**src/rtl/synth_alloc_pkg.sv**
```systemverilog
// Shared definitions for the multitimbral note front end.
// Contents: MIDI status-nibble constants, the sustain controller number,
// the byte-parser state type, the parsed-message record and small helpers
// for decoding message length and recognising the sustain controller.
package synth_alloc_pkg;

  localparam logic [3:0] NOTE_OFF   = 4'h8;
  localparam logic [3:0] NOTE_ON    = 4'h9;
  localparam logic [3:0] POLY_AFT   = 4'hA;
  localparam logic [3:0] CTRL       = 4'hB;
  localparam logic [3:0] PRG        = 4'hC;
  localparam logic [3:0] AFT        = 4'hD;
  localparam logic [3:0] PITCH      = 4'hE;
  localparam logic [7:0] CC_SUSTAIN = 8'd64;

  typedef enum logic [1:0] {
    IDLE = 2'd0,
    D1   = 2'd1,
    D2   = 2'd2
  } parse_state_t;

  // part is kept at full channel width; the top truncates to P_WIDTH
  typedef struct packed {
    logic [3:0] status;
    logic [3:0] part;
    logic [7:0] d1;
    logic [7:0] d2;
  } midi_msg_t;

  // Number of data bytes carried by a channel message (0 = not a channel status)
  function automatic logic [1:0] msg_len(input logic [3:0] st);
    case (st)
      NOTE_OFF, NOTE_ON, POLY_AFT, CTRL, PITCH: msg_len = 2'd2;
      PRG, AFT:                                 msg_len = 2'd1;
      default:                                  msg_len = 2'd0;
    endcase
  endfunction

  function automatic logic is_sustain_cc(input midi_msg_t m);
    is_sustain_cc = (m.status == CTRL) && (m.d1 == CC_SUSTAIN);
  endfunction

endpackage

```
**src/rtl/voice_age_picker.sv**
```systemverilog
// Per-voice age counters and allocation candidate search.
// Ports:
//   clk, rst_n          clock, async active-low reset
//   keys_on, voice_free gate vector and engine-idle vector
//   touch, touch_idx    a note-on landed on touch_idx: clear its age, age all others
//   free_found/free_idx lowest voice that is gated off and idle
//   rel_found/rel_idx   oldest gated-off voice (ties -> lowest index)
//   old_idx             oldest voice overall (ties -> lowest index)
//   steal               no gated-off voice exists, a held voice must be taken
module voice_age_picker #(
  parameter int VOICES  = 16,
  parameter int V_WIDTH = 4,
  parameter int AGE_W   = 8
) (
  input  logic               clk,
  input  logic               rst_n,
  input  logic [VOICES-1:0]  keys_on,
  input  logic [VOICES-1:0]  voice_free,
  input  logic               touch,
  input  logic [V_WIDTH-1:0] touch_idx,
  output logic               free_found,
  output logic [V_WIDTH-1:0] free_idx,
  output logic               rel_found,
  output logic [V_WIDTH-1:0] rel_idx,
  output logic [V_WIDTH-1:0] old_idx,
  output logic               steal
);

  localparam logic [AGE_W-1:0] AGE_MAX = {AGE_W{1'b1}};

  logic [AGE_W-1:0] age [VOICES];
  logic [AGE_W-1:0] rel_age;
  logic [AGE_W-1:0] old_age;

  // Age counters: touched voice restarts at zero, the rest count up and saturate
  always_ff @(posedge clk or negedge rst_n) begin
    if (!rst_n) begin
      for (int i = 0; i < VOICES; i++) age[i] <= '0;
    end else if (touch) begin
      for (int i = 0; i < VOICES; i++) begin
        if (V_WIDTH'(i) == touch_idx) age[i] <= '0;
        else if (age[i] != AGE_MAX)   age[i] <= age[i] + 1'b1;
      end
    end
  end

  // Candidate search; strict '>' keeps the lowest index on age ties
  always_comb begin
    free_found = 1'b0;
    free_idx   = '0;
    rel_found  = 1'b0;
    rel_idx    = '0;
    rel_age    = '0;
    old_idx    = '0;
    old_age    = age[0];
    for (int i = 0; i < VOICES; i++) begin
      if (!keys_on[i] && voice_free[i] && !free_found) begin
        free_found = 1'b1;
        free_idx   = V_WIDTH'(i);
      end else begin
        free_found = free_found;
      end
      if (!keys_on[i] && (!rel_found || (age[i] > rel_age))) begin
        rel_found = 1'b1;
        rel_idx   = V_WIDTH'(i);
        rel_age   = age[i];
      end else begin
        rel_found = rel_found;
      end
      if (age[i] > old_age) begin
        old_idx = V_WIDTH'(i);
        old_age = age[i];
      end else begin
        old_idx = old_idx;
      end
    end
    steal = !rel_found;
  end

endmodule

```
**src/rtl/multitimbral_voice_alloc.sv**
```systemverilog
// Multitimbral note front end: MIDI running-status parser, part filter and
// age-based voice allocator driving note events and the voice gate vector.
// Optional build macro: SUSTAIN_PEDAL_EN (per-part CC64 sustain with flush).
// Ports:
//   reg_clk, reset_reg_N   clock, async active-low reset
//   byteready/midi_in_data one-cycle byte strobe and raw MIDI byte
//   base_ch                first served channel; part p = channel base_ch+p
//   voice_free             per-voice envelope idle from the engine
//   note_on/note_off       one-cycle event strobes
//   ev_voice/ev_part/ev_key/ev_vel  event payload, held between strobes
//   voice_steal            pulses with note_on when a held voice was taken
//   keys_on/active_keys    voice gate vector and its population count
module multitimbral_voice_alloc
  import synth_alloc_pkg::*;
#(
  parameter int VOICES   = 16,
  parameter int V_WIDTH  = 4,
  parameter int CHANNELS = 4,
  parameter int P_WIDTH  = 2,
  parameter int AGE_W    = 8
) (
  input  logic               reg_clk,
  input  logic               reset_reg_N,
  input  logic               byteready,
  input  logic [7:0]         midi_in_data,
  input  logic [3:0]         base_ch,
  input  logic [VOICES-1:0]  voice_free,
  output logic               note_on,
  output logic               note_off,
  output logic [V_WIDTH-1:0] ev_voice,
  output logic [P_WIDTH-1:0] ev_part,
  output logic [7:0]         ev_key,
  output logic [7:0]         ev_vel,
  output logic               voice_steal,
  output logic [VOICES-1:0]  keys_on,
  output logic [V_WIDTH:0]   active_keys
);

  localparam logic [4:0] CH_LIM = 5'(CHANNELS);

  function automatic logic [V_WIDTH:0] popcount(input logic [VOICES-1:0] v);
    popcount = '0;
    for (int i = 0; i < VOICES; i++) popcount = popcount + {{V_WIDTH{1'b0}}, v[i]};
  endfunction

  // ---------------- parser ----------------
  parse_state_t state, state_nx;
  logic [7:0]   run_status;
  logic [7:0]   d1_byte;
  logic         complete, latch_status, latch_d1, sys_common;
  logic [3:0]   msg_part;
  midi_msg_t    msg;
  logic         msg_valid;

  // Parser state register
  always_ff @(posedge reg_clk or negedge reset_reg_N) begin
    if (!reset_reg_N) state <= IDLE;
    else              state <= state_nx;
  end

  // Parser next state; realtime bytes leave everything untouched
  always_comb begin
    state_nx     = state;
    complete     = 1'b0;
    latch_status = 1'b0;
    latch_d1     = 1'b0;
    sys_common   = 1'b0;
    if (byteready) begin
      if (midi_in_data[7]) begin
        if (midi_in_data < 8'hF0) begin
          latch_status = 1'b1;
          state_nx     = D1;
        end else if (midi_in_data < 8'hF8) begin
          sys_common = 1'b1;
          state_nx   = IDLE;
        end else begin
          state_nx = state;
        end
      end else begin
        case (state)
          D1: begin
            latch_d1 = 1'b1;
            if (msg_len(run_status[7:4]) == 2'd1) begin
              complete = 1'b1;
              state_nx = D1;
            end else begin
              state_nx = D2;
            end
          end
          D2: begin
            complete = 1'b1;
            state_nx = D1;
          end
          default: state_nx = state;
        endcase
      end
    end else begin
      state_nx = state;
    end
  end

  assign msg_part = run_status[3:0] - base_ch;

  // Running status / first data byte latches and the message register
  always_ff @(posedge reg_clk or negedge reset_reg_N) begin
    if (!reset_reg_N) begin
      run_status <= 8'h00;
      d1_byte    <= 8'h00;
      msg        <= '0;
      msg_valid  <= 1'b0;
    end else begin
      if (latch_status)    run_status <= midi_in_data;
      else if (sys_common) run_status <= 8'h00;
      if (latch_d1) d1_byte <= midi_in_data;
      msg_valid <= complete && ({1'b0, msg_part} < CH_LIM);
      if (complete) begin
        msg.status <= run_status[7:4];
        msg.part   <= msg_part;
        // one-byte messages complete in D1 with the current byte as d1
        msg.d1     <= (state == D2) ? d1_byte : midi_in_data;
        msg.d2     <= (state == D2) ? midi_in_data : 8'h00;
      end
    end
  end

  // ---------------- allocator ----------------
  midi_msg_t          proc_msg;
  logic               proc_valid;
  logic [P_WIDTH-1:0] proc_part;
  logic [7:0]         key_tab  [VOICES];
  logic [P_WIDTH-1:0] part_tab [VOICES];
  logic [VOICES-1:0]  off_block;
  logic               on_hit, off_hit;
  logic [V_WIDTH-1:0] on_idx, off_idx;
  logic               is_on, is_off;
  logic               free_found, rel_found, steal;
  logic [V_WIDTH-1:0] free_idx, rel_idx, old_idx;
  logic [VOICES-1:0]  keys_on_nx;
  logic               ev_on_nx, ev_off_nx, steal_nx, touch;
  logic [V_WIDTH-1:0] ev_idx;
  logic [7:0]         ev_key_nx, ev_vel_nx;
  logic [P_WIDTH-1:0] ev_part_nx;
  logic               unused_part_bits;

`ifdef SUSTAIN_PEDAL_EN
  logic [CHANNELS-1:0] sustain, sustain_nx;
  logic [VOICES-1:0]   sustained, sustained_nx;
  logic                flushing, flushing_nx;
  logic [P_WIDTH-1:0]  flush_part, flush_part_nx;
  logic                flush_hit, busy;
  logic [V_WIDTH-1:0]  flush_idx;
  logic                hold_valid;
  midi_msg_t           hold_msg;

  assign busy       = flushing && flush_hit;
  assign proc_valid = !busy && (hold_valid || msg_valid);
  assign proc_msg   = hold_valid ? hold_msg : msg;
  // released-but-sustained voices must not absorb a second note-off
  assign off_block  = sustained;

  // Lowest sustained voice of the part being flushed
  always_comb begin
    flush_hit = 1'b0;
    flush_idx = '0;
    for (int i = 0; i < VOICES; i++) begin
      if (sustained[i] && (part_tab[i] == flush_part) && !flush_hit) begin
        flush_hit = 1'b1;
        flush_idx = V_WIDTH'(i);
      end else begin
        flush_hit = flush_hit;
      end
    end
  end

  // Sustain state and the one-deep holding register for messages that arrive mid-flush
  always_ff @(posedge reg_clk or negedge reset_reg_N) begin
    if (!reset_reg_N) begin
      sustain    <= '0;
      sustained  <= '0;
      flushing   <= 1'b0;
      flush_part <= '0;
      hold_valid <= 1'b0;
      hold_msg   <= '0;
    end else begin
      sustain    <= sustain_nx;
      sustained  <= sustained_nx;
      flushing   <= flushing_nx;
      flush_part <= flush_part_nx;
      if (msg_valid && (busy || hold_valid)) begin
        hold_msg   <= msg;
        hold_valid <= 1'b1;
      end else if (hold_valid && !busy) begin
        hold_valid <= 1'b0;
      end
    end
  end
`else
  assign proc_valid = msg_valid;
  assign proc_msg   = msg;
  assign off_block  = '0;
`endif

  assign proc_part        = proc_msg.part[P_WIDTH-1:0];
  assign unused_part_bits = ^proc_msg.part;
  assign is_on  = proc_valid && (proc_msg.status == NOTE_ON) && (proc_msg.d2 != 8'h00);
  assign is_off = proc_valid && ((proc_msg.status == NOTE_OFF) ||
                  ((proc_msg.status == NOTE_ON) && (proc_msg.d2 == 8'h00)));

  // Lowest held voice carrying this key on this part
  always_comb begin
    on_hit  = 1'b0;
    on_idx  = '0;
    off_hit = 1'b0;
    off_idx = '0;
    for (int i = 0; i < VOICES; i++) begin
      if (keys_on[i] && (key_tab[i] == proc_msg.d1) && (part_tab[i] == proc_part)) begin
        if (!on_hit) begin
          on_hit = 1'b1;
          on_idx = V_WIDTH'(i);
        end else begin
          on_hit = on_hit;
        end
        if (!off_hit && !off_block[i]) begin
          off_hit = 1'b1;
          off_idx = V_WIDTH'(i);
        end else begin
          off_hit = off_hit;
        end
      end else begin
        on_hit = on_hit;
      end
    end
  end

  voice_age_picker #(
    .VOICES (VOICES),
    .V_WIDTH(V_WIDTH),
    .AGE_W  (AGE_W)
  ) u_picker (
    .clk       (reg_clk),
    .rst_n     (reset_reg_N),
    .keys_on   (keys_on),
    .voice_free(voice_free),
    .touch     (touch),
    .touch_idx (ev_idx),
    .free_found(free_found),
    .free_idx  (free_idx),
    .rel_found (rel_found),
    .rel_idx   (rel_idx),
    .old_idx   (old_idx),
    .steal     (steal)
  );

  // Event decision: flush step (sustain build) has priority over message processing
  always_comb begin
    keys_on_nx = keys_on;
    ev_on_nx   = 1'b0;
    ev_off_nx  = 1'b0;
    steal_nx   = 1'b0;
    touch      = 1'b0;
    ev_idx     = '0;
    ev_key_nx  = proc_msg.d1;
    ev_vel_nx  = proc_msg.d2;
    ev_part_nx = proc_part;
`ifdef SUSTAIN_PEDAL_EN
    sustain_nx    = sustain;
    sustained_nx  = sustained;
    flushing_nx   = flushing;
    flush_part_nx = flush_part;
    if (busy) begin
      ev_off_nx               = 1'b1;
      ev_idx                  = flush_idx;
      ev_key_nx               = key_tab[flush_idx];
      ev_part_nx              = flush_part;
      ev_vel_nx               = 8'h00;
      keys_on_nx[flush_idx]   = 1'b0;
      sustained_nx[flush_idx] = 1'b0;
    end else begin
      flushing_nx = 1'b0;
    end
`endif
    if (is_on) begin
      ev_on_nx = 1'b1;
      touch    = 1'b1;
      if (on_hit)          ev_idx = on_idx;
      else if (free_found) ev_idx = free_idx;
      else if (rel_found)  ev_idx = rel_idx;
      else begin
        ev_idx   = old_idx;
        steal_nx = steal;
      end
      keys_on_nx[ev_idx] = 1'b1;
`ifdef SUSTAIN_PEDAL_EN
      sustained_nx[ev_idx] = 1'b0;
`endif
    end else if (is_off && off_hit) begin
`ifdef SUSTAIN_PEDAL_EN
      if (sustain[proc_part]) begin
        sustained_nx[off_idx] = 1'b1;
      end else begin
        ev_off_nx           = 1'b1;
        ev_idx              = off_idx;
        keys_on_nx[off_idx] = 1'b0;
      end
`else
      ev_off_nx           = 1'b1;
      ev_idx              = off_idx;
      keys_on_nx[off_idx] = 1'b0;
`endif
    end
`ifdef SUSTAIN_PEDAL_EN
    else if (proc_valid && is_sustain_cc(proc_msg)) begin
      if (proc_msg.d2 >= 8'd64) begin
        sustain_nx[proc_part] = 1'b1;
      end else begin
        sustain_nx[proc_part] = 1'b0;
        if (sustain[proc_part]) begin
          flushing_nx   = 1'b1;
          flush_part_nx = proc_part;
        end else begin
          flushing_nx = flushing_nx;
        end
      end
    end
`endif
    else begin
      keys_on_nx = keys_on_nx;
    end
  end

  // Registered outputs and per-voice key/part tables
  always_ff @(posedge reg_clk or negedge reset_reg_N) begin
    if (!reset_reg_N) begin
      note_on     <= 1'b0;
      note_off    <= 1'b0;
      voice_steal <= 1'b0;
      ev_voice    <= '0;
      ev_part     <= '0;
      ev_key      <= 8'h00;
      ev_vel      <= 8'h00;
      keys_on     <= '0;
      active_keys <= '0;
      for (int i = 0; i < VOICES; i++) begin
        key_tab[i]  <= 8'h00;
        part_tab[i] <= '0;
      end
    end else begin
      note_on     <= ev_on_nx;
      note_off    <= ev_off_nx;
      voice_steal <= steal_nx;
      keys_on     <= keys_on_nx;
      active_keys <= popcount(keys_on_nx);
      if (ev_on_nx || ev_off_nx) begin
        ev_voice <= ev_idx;
        ev_part  <= ev_part_nx;
        ev_key   <= ev_key_nx;
        ev_vel   <= ev_vel_nx;
      end
      if (ev_on_nx) begin
        key_tab[ev_idx]  <= proc_msg.d1;
        part_tab[ev_idx] <= proc_part;
      end
    end
  end

endmodule

```
**config.mk**
```make
export PLATFORM = sky130hd
export DESIGN_NAME = multitimbral_voice_alloc
export DESIGN_NICKNAME = d
export VERILOG_FILES = /design/src/rtl/synth_alloc_pkg.sv /design/src/rtl/voice_age_picker.sv /design/src/rtl/multitimbral_voice_alloc.sv
export SDC_FILE = /design/constraint.sdc
export NUM_CORES = 2
export LEC_CHECK = 0
export ABC_AREA = 1
export CAP_MARGIN = 20
export CORE_UTILIZATION = 35
export DETAILED_ROUTE_END_ITERATION = 16
export PLACE_DENSITY_LB_ADDON = 0.12
export SKIP_CTS_REPAIR_TIMING = 1
export SLEW_MARGIN = 20
export SYNTH_ARGS = -nofsm -noshare
export SYNTH_HDL_FRONTEND = slang
export SYNTH_SLANG_ARGS = --single-unit
```
**constraint.sdc**
```tcl
create_clock -name reg_clk -period 41.7 [get_ports reg_clk]
set_input_delay 6.255 -clock reg_clk [delete_from_list [all_inputs] [get_ports reg_clk]]
set_output_delay 6.255 -clock reg_clk [all_outputs]
set_load 0.01 [all_outputs]
```
# After elaboration in Yosys (flattened, before gate mapping)
# Index checks and enable logic that the tools add are counted.
# Widths: inputs -> output; s select.
[totals] ff_bits=375 output_inout_bits=46 input_bits=31
[op_classes] eq_ne=76 muxes=236 n_bitwise=4 n_addsub=32 reduce_logical=190 magnitude_cmp=39
[ops] op="$mux 8" n=66
[ops] op="$gt 8x8->1" n=30
[ops] op="$mux 4" n=58
[ops] op="$add 8x1->8 const B" n=16
[ops] op="$bwmux 128" n=1
[ops] op="$eq 8x8->1" n=16
[ops] op="$ne 8x8->1 const B" n=16
[ops] op="$logic_and 1x1->1" n=87
[ops] op="$mux 1" n=75
[ops] op="$add 5x1->5" n=11
[ops] op="$logic_not 1->1" n=46
[ops] op="$eq 4x4->1 const B" n=9
[ops] op="$mux 3" n=12
[ops] op="$reduce_bool 2->1" n=17
[ops] op="$bwmux 32" n=1
[ops] op="$demux 8 s4" n=1
[ops] op="$eq 2x2->1" n=16
[ops] op="$eq 4x4->1 const A" n=8
[ops] op="$mux 16" n=2
[ops] op="$reduce_and 2->1" n=16
[ops] op="$mux 2" n=14
[ops] op="$logic_or 1x1->1" n=17
[ops] op="$and 16x16->16" n=1
[ops] op="$eq 3x4->1 const A" n=4
[ops] op="30 further kinds" n=37

# Logic depth before layout (Yosys ltp)
[logic_depth] depth_word=86 ltp_mapped=212 mapped_depth_nobuf=196

# By module
# A second synthesis with hierarchy kept.
[hier_totals] hier_cells=4140 hier_area_um2=29004.1
[modules_own_cells] module="voice_age_picker" instances=1 area_per_inst_um2=14984.4 cells_each=2266
[modules_own_cells] module="multitimbral_voice_alloc" instances=1 area_per_inst_um2=14019.7 cells_each=1874

# Worst setup path after synthesis
# Ideal clock, no wire load.
[synth_timing] path_type="reg2reg" start="reg keys_on[0]" end="reg active_keys[2]" path_stages_with_launch=185 period_less_slack_ns=23.824 t_arrival_ns=23.700 path_buffers=16 setup_slack_ns=17.876 setup_ns=0.124 required_time_ns=41.576 path_cell_list="dfrtp_1 inv_1 nand2_1 ha_1 a21o_1 nor2_1 nand2_1 nand2_1 nand2_1 nand2_2 clkbuf_1 nand2_1 o21ai_0 ha_1 inv_1 nor2_1 o21ai_1 nand2_1 [... 149 more ...] nand2_1 nand2_1 nand2_1 nor2_1 nand2_1 clkbuf_1 nand2_1 inv_1 fa_1 inv_1 fa_1 inv_1 fa_1 inv_1 fa_1 ha_1 fa_1 xor2_1"
[synth_via] word_cells_on_any_way=251 classes_between="15 x add/sub; 19 x order compare; 133 x mux; 3 x bitwise; 81 x reduce/logical"
[synth_rtl] item="start, declared" line_no="multitimbral_voice_alloc.sv:35" rtl="output logic [VOICES-1:0] keys_on,"
[synth_rtl] item="start signal, assigned" line_no="multitimbral_voice_alloc.sv:351" rtl="keys_on <= keys_on_nx;"
[synth_rtl] item="$mux 8" line_no="voice_age_picker.sv:63" rtl="if (!keys_on[i] && (!rel_found || (age[i] > rel_age))) begin"
[synth_rtl] item="$gt 8x8->1" line_no="voice_age_picker.sv:63"
[synth_rtl] item="$logic_or 1x1->1" line_no="voice_age_picker.sv:63"
[synth_rtl] item="$logic_and 1x1->1" line_no="voice_age_picker.sv:63"
[synth_rtl] item="$mux 8 / $mux 1 (equally long branches)" line_no="voice_age_picker.sv:63"
[synth_rtl] item="$gt 8x8->1 / $logic_not 1->1 (equally long branches)" line_no="voice_age_picker.sv:63"
[synth_rtl] item="$logic_or 1x1->1" line_no="voice_age_picker.sv:63"
[synth_rtl] item="$logic_and 1x1->1" line_no="voice_age_picker.sv:63"
[synth_rtl] item="[... 57 more ...]"
[synth_rtl] item="$lt 4x5->1 (not written as such) / $ge 4x1->1 (equally long branches)" line_no="multitimbral_voice_alloc.sv:292" rtl="keys_on_nx[ev_idx] = 1'b1;"
[synth_rtl] item="$logic_and 1x1->1 (not written as such)" line_no="multitimbral_voice_alloc.sv:292"
[synth_rtl] item="$mux 1 (not written as such)" line_no="multitimbral_voice_alloc.sv:292"
[synth_rtl] item="$demux 1 s4" line_no="multitimbral_voice_alloc.sv:292"
[synth_rtl] item="$or 16x16->16 (no line)"
[synth_rtl] item="$mux 16 *" line_no="multitimbral_voice_alloc.sv:282" rtl="if (is_on) begin"
[synth_rtl] item="via keys_on_nx[15]" line_no="multitimbral_voice_alloc.sv:138" rtl="logic [VOICES-1:0] keys_on_nx;"
[synth_rtl] item="$add 5x1->5 *" line_no="multitimbral_voice_alloc.sv:43" rtl="for (int i = 0; i < VOICES; i++) popcount = popcount + {{V_WIDTH{1'b0}}, v[i]};"
[synth_rtl] item="end signal, assigned" line_no="multitimbral_voice_alloc.sv:352" rtl="active_keys <= popcount(keys_on_nx);"
[synth_rtl] item="end, declared" line_no="multitimbral_voice_alloc.sv:36" rtl="output logic [V_WIDTH:0] active_keys"
# Mark *: on every way through the listed nets, which the timed path passes. The rest lies on a longest branch. The select of a mux whose other input is x is not followed.
# A chain may end at the register's enable or synchronous reset.

# Final worst setup path
[layout_timing] start="reg u_picker.age[127] (netlist bit)" end="reg active_keys[4]"
[layout_via] elab_chain_cells=86 word_cells_on_any_way=174 classes_between="15 x add/sub; 32 x order compare; 81 x mux; 1 x bitwise; 45 x reduce/logical"
[layout_lines] item="start, declared" line_no="voice_age_picker.sv:31" rtl="logic [AGE_W-1:0] age [VOICES];"
[layout_lines] item="start signal, assigned by index" line_no="voice_age_picker.sv:41" rtl="if (V_WIDTH'(i) == touch_idx) age[i] <= '0;"
[layout_lines] item="$mux 8" line_no="voice_age_picker.sv:63"
[layout_lines] item="$gt 8x8->1" line_no="voice_age_picker.sv:63"
[layout_lines] item="$logic_or 1x1->1" line_no="voice_age_picker.sv:63"
[layout_lines] item="$logic_and 1x1->1" line_no="voice_age_picker.sv:63"
[layout_lines] item="$mux 8 / $mux 1 (equally long branches)" line_no="voice_age_picker.sv:63"
[layout_lines] item="$gt 8x8->1 / $logic_not 1->1 (equally long branches)" line_no="voice_age_picker.sv:63"
[layout_lines] item="$logic_or 1x1->1" line_no="voice_age_picker.sv:63"
[layout_lines] item="$logic_and 1x1->1" line_no="voice_age_picker.sv:63"
[layout_lines] item="[... 61 more ...]"
[layout_lines] item="$or 16x16->16 (no line) *"
[layout_lines] item="$mux 16 *" line_no="multitimbral_voice_alloc.sv:282"
[layout_lines] item="via keys_on_nx[1]" line_no="multitimbral_voice_alloc.sv:138"
[layout_lines] item="$add 1x1->2 *" line_no="multitimbral_voice_alloc.sv:43"
[layout_lines] item="$add 2x1->3 *" line_no="multitimbral_voice_alloc.sv:43"
[layout_lines] item="$add 3x1->4 *" line_no="multitimbral_voice_alloc.sv:43"
[layout_lines] item="$add 4x1->5 *" line_no="multitimbral_voice_alloc.sv:43"
[layout_lines] item="$add 5x1->5 * (11 in series)" line_no="multitimbral_voice_alloc.sv:43"
# Marked as above.

==> results.cfg <==
[detailed_routing]
detail_route.wirelength_um = 94100
dr_total_vias = 26200
wl_per_cell_um = 18.7
final_antenna_net_count = 0
drt_first_iter_violations = 1833
route.detailed.vias_per_inst = 5.21
drcViolationCount = 4
drt-pass1-iter-count = 11

[timing]
finClkSkew_ns = 0.0484
max_slew.worst_pin.slew_ns = 1.13
final.setup.tns_ns = 0
timing_hold_violations_final = 0
max_clock_freq_mhz = 34.8
timing.slew.headroom_pct = 23.5
timing.final.ws_setup_ns = 12.98
rsz0062_at_grt = no
portion_of_the_clock_cycle_consumed_by_the_worst_path_in_the_final_layout_pct = 68.9
slew_viol_final = 0
worst_hold_slack_ns = 0.486
setup_viol_count_final = 0
finalWorstPathRequiredPeriod_ns = 28.72

[grt]
global_routing_usage_summed_across_all_routing_layers_pct = 22.8
largest_net_degree_at_the_start_of_global_routing = 89
antenna_found_initial = 0
first_global_vias = 25300
overflow = 0
global_route_wire_length_before_repair_um = 148000

[worst_setup_path]
critPathKind = flip-flop to flip-flop
cp_data_arrival_time_ns = 29.20
cpPeakStageDelay_ns = 0.87
critical_path.slowest_cell = sky130_fd_sc_hd__o21ai_1
cp-end-kind = flip-flop
worst-endpoint-required_ns = 42.18
setup.worst_path.start_class = flip-flop
worstPathMaxFanout = 22
crit_top_cell = sky130_fd_sc_hd__nand2_1
r2r_worst_path_depth = 120

[synth]
yosysMostFrequentCell = sky130_fd_sc_hd__nand2_1
synth_cells = 3922
synth_enable_flop_cells = 0
synthesis.yosys.warnings = 0
synth_seq_area_share_pct = 32.7
synth_commonest_cells = sky130_fd_sc_hd__nand2_1 (1,006), sky130_fd_sc_hd__inv_1 (398), sky130_fd_sc_hd__o21ai_0 (391), sky130_fd_sc_hd__dfrtp_1 (375), sky130_fd_sc_hd__nand3_1 (278)
syn-num-nets = 4222
postSynthRegisterBits = 375
synth.distinct_cells = 62
yosys.area.top_type_share_pct = 32.7
async_reset_ff_share_pct = 100
synthDominantAreaCellType = sky130_fd_sc_hd__dfrtp_1
ys_dominant_reg_cell = sky130_fd_sc_hd__dfrtp_1
netlist_area_mm2 = 0.0287
syn_area_per_cell_um2 = 7.32
synth_top_cells_by_area = sky130_fd_sc_hd__dfrtp_1 (33%), sky130_fd_sc_hd__nand2_1 (13%), sky130_fd_sc_hd__ha_1 (11%)

[floorplanning]
pin_count = 77
start_util_pct = 35.5
chipWidth_um = 288
design.die.area_mm2 = 0.0831
row_count = 104
die_h_um = 288
coreArea_mm2 = 0.0808

[min_path]
timing.hold.worst.class = flip-flop to flip-flop
whs_path_cells = 2

[place]
globalplace.congestion = 0.884
numPortBuffers = 76
detailedPlacementHpwl_um = 69500
place_ws_ns = 12.32

[cts]
cts-htree-levels = 2
cts.reportedPaths.clkPinSlew_ns = 0.06
clockRootBuffer = sky130_fd_sc_hd__clkbuf_16
cts_buffers = 48
sink_count = 375
cts.path.max_buffers = 3
latest_clock_arrival_within_the_worst_skew_pair_ns = 0.64
cts_tree = built

[flow_run]
max_cap_violations = 0

[finish]
layout-drive-gt1-share_pct = 5.38
antennaDiodeCount = 0
fillerInstances = 8569
num-nets-final = 4240
layout_stage_area_growth_over_the_synthesis_result_pct = 11.8

[status]
failed_checks = design-rule violations
outcome = finished, violations left
==> state kept, by name (all words and copies together) (netlist names) <==
register and count:
key_tab 128, u_picker.age 128, part_tab 32, keys_on 16, d1_byte 8, ev_key 8
ev_key_nx 8, ev_vel 8, ev_vel_nx 8, run_status 8, active_keys 5, ev_voice 4
msg 4, ev_part 2, ev_part_nx 2, state 2, msg_valid 1, note_off 1
note_on 1, voice_steal 1
==> layer usage <==
| metal | part of all wire, % | wire length [um] | GRT usage (%) |
|---|---|---|---|
| met5 | 0 | 0 | 0 |
| met1 | 48 | 45600 | 32.0 |
| met4 | 2.7 | 2590 | 6.76 |
| met2 | 45 | 42500 | 36.8 |
| met3 | 3.7 | 3460 | 2.46 |
==> through the flow <==
stage	util [%]	area (um^2)	std cells
2_1_floorplan	-	28700	3922
3_3_place_gp	37.7	30400	4950
3_5_place_dp	37.7	30400	4950
4_1_cts	39.7	32100	5038
5_1_grt	39.7	32100	5038
6_report	39.7	32100	5038
==> area by class of cell <==
type	instances	area (um^2)	area share (%)
Multi-Input combinational cell	2990	17200	53.5
Inverter	418	1570	4.89
Tap cell	1060	1330	4.13
Clock buffer	67	1390	4.34
Timing Repair Buffer	107	1000	3.12
Clock inverter	21	239	0.745
Sequential cell	375	9380	29.2
==> cell families (layout without fill, tap and decap cells) <==
| logic type | count (synthesis) | count (layout) | share of synthesized area, % |
|---|---|---|---|
| simple gates | 1767 | 1767 | 27.4 |
| mux | 7 | 7 | 0.275 |
| compound gates | 791 | 791 | 15.3 |
| fa+ha+maj | 269 | 269 | 12.0 |
| xor+xnor | 156 | 156 | 4.76 |
| flops | 375 | 375 | 32.7 |
| buf+inv | 557 | 613 | 7.49 |
==> worst paths after layout <==
path / slack, ns / endpoint / from
setup / recovery: 12.98 / active_keys[4] / u_picker.age[127]
hold / removal: 0.49 / key_tab[69] / key_tab[69]
hold reg to reg: 0.49 / key_tab[69] / key_tab[69]
max in group asynchronous: 32.73 / u_picker.age[97] / reset_reg_N
min in group asynchronous: 5.60 / u_picker.age[29] / reset_reg_N
setup reg to reg: 12.98 / active_keys[4] / u_picker.age[127]
==> cell usage in the layout (no fill, tap or decap), types with 48 or more instances in the layout <==
cell / instances
sky130_fd_sc_hd__xor2_1: 132
sky130_fd_sc_hd__dfrtp_1: 375
sky130_fd_sc_hd__nor2_1: 192
sky130_fd_sc_hd__inv_1: 397
sky130_fd_sc_hd__clkbuf_16: 48
sky130_fd_sc_hd__a21oi_1: 125
sky130_fd_sc_hd__ha_1: 258
sky130_fd_sc_hd__nand4_1: 101
sky130_fd_sc_hd__clkdlybuf4s50_1: 75
sky130_fd_sc_hd__o21ai_1: 116
sky130_fd_sc_hd__o21ai_0: 391
sky130_fd_sc_hd__nand2_1: 1006
sky130_fd_sc_hd__nand3_1: 278
==> worst max-delay path, delay by kind of cell, from the launching register on <==
| family | cells | cell delay, ns |
|---|---|---|
| DFF | 1 | 0.43 |
| AOI/OAI and AO/OA | 45 | 14.04 |
| adders and majority gates | 21 | 7.83 |
| buffers and inverters | 8 | 0.52 |
| and+or+nand+nor | 46 | 5.72 |
Power is not shown: default switching activity piles up to over one toggle a cycle in this logic, so the estimate is an artifact.
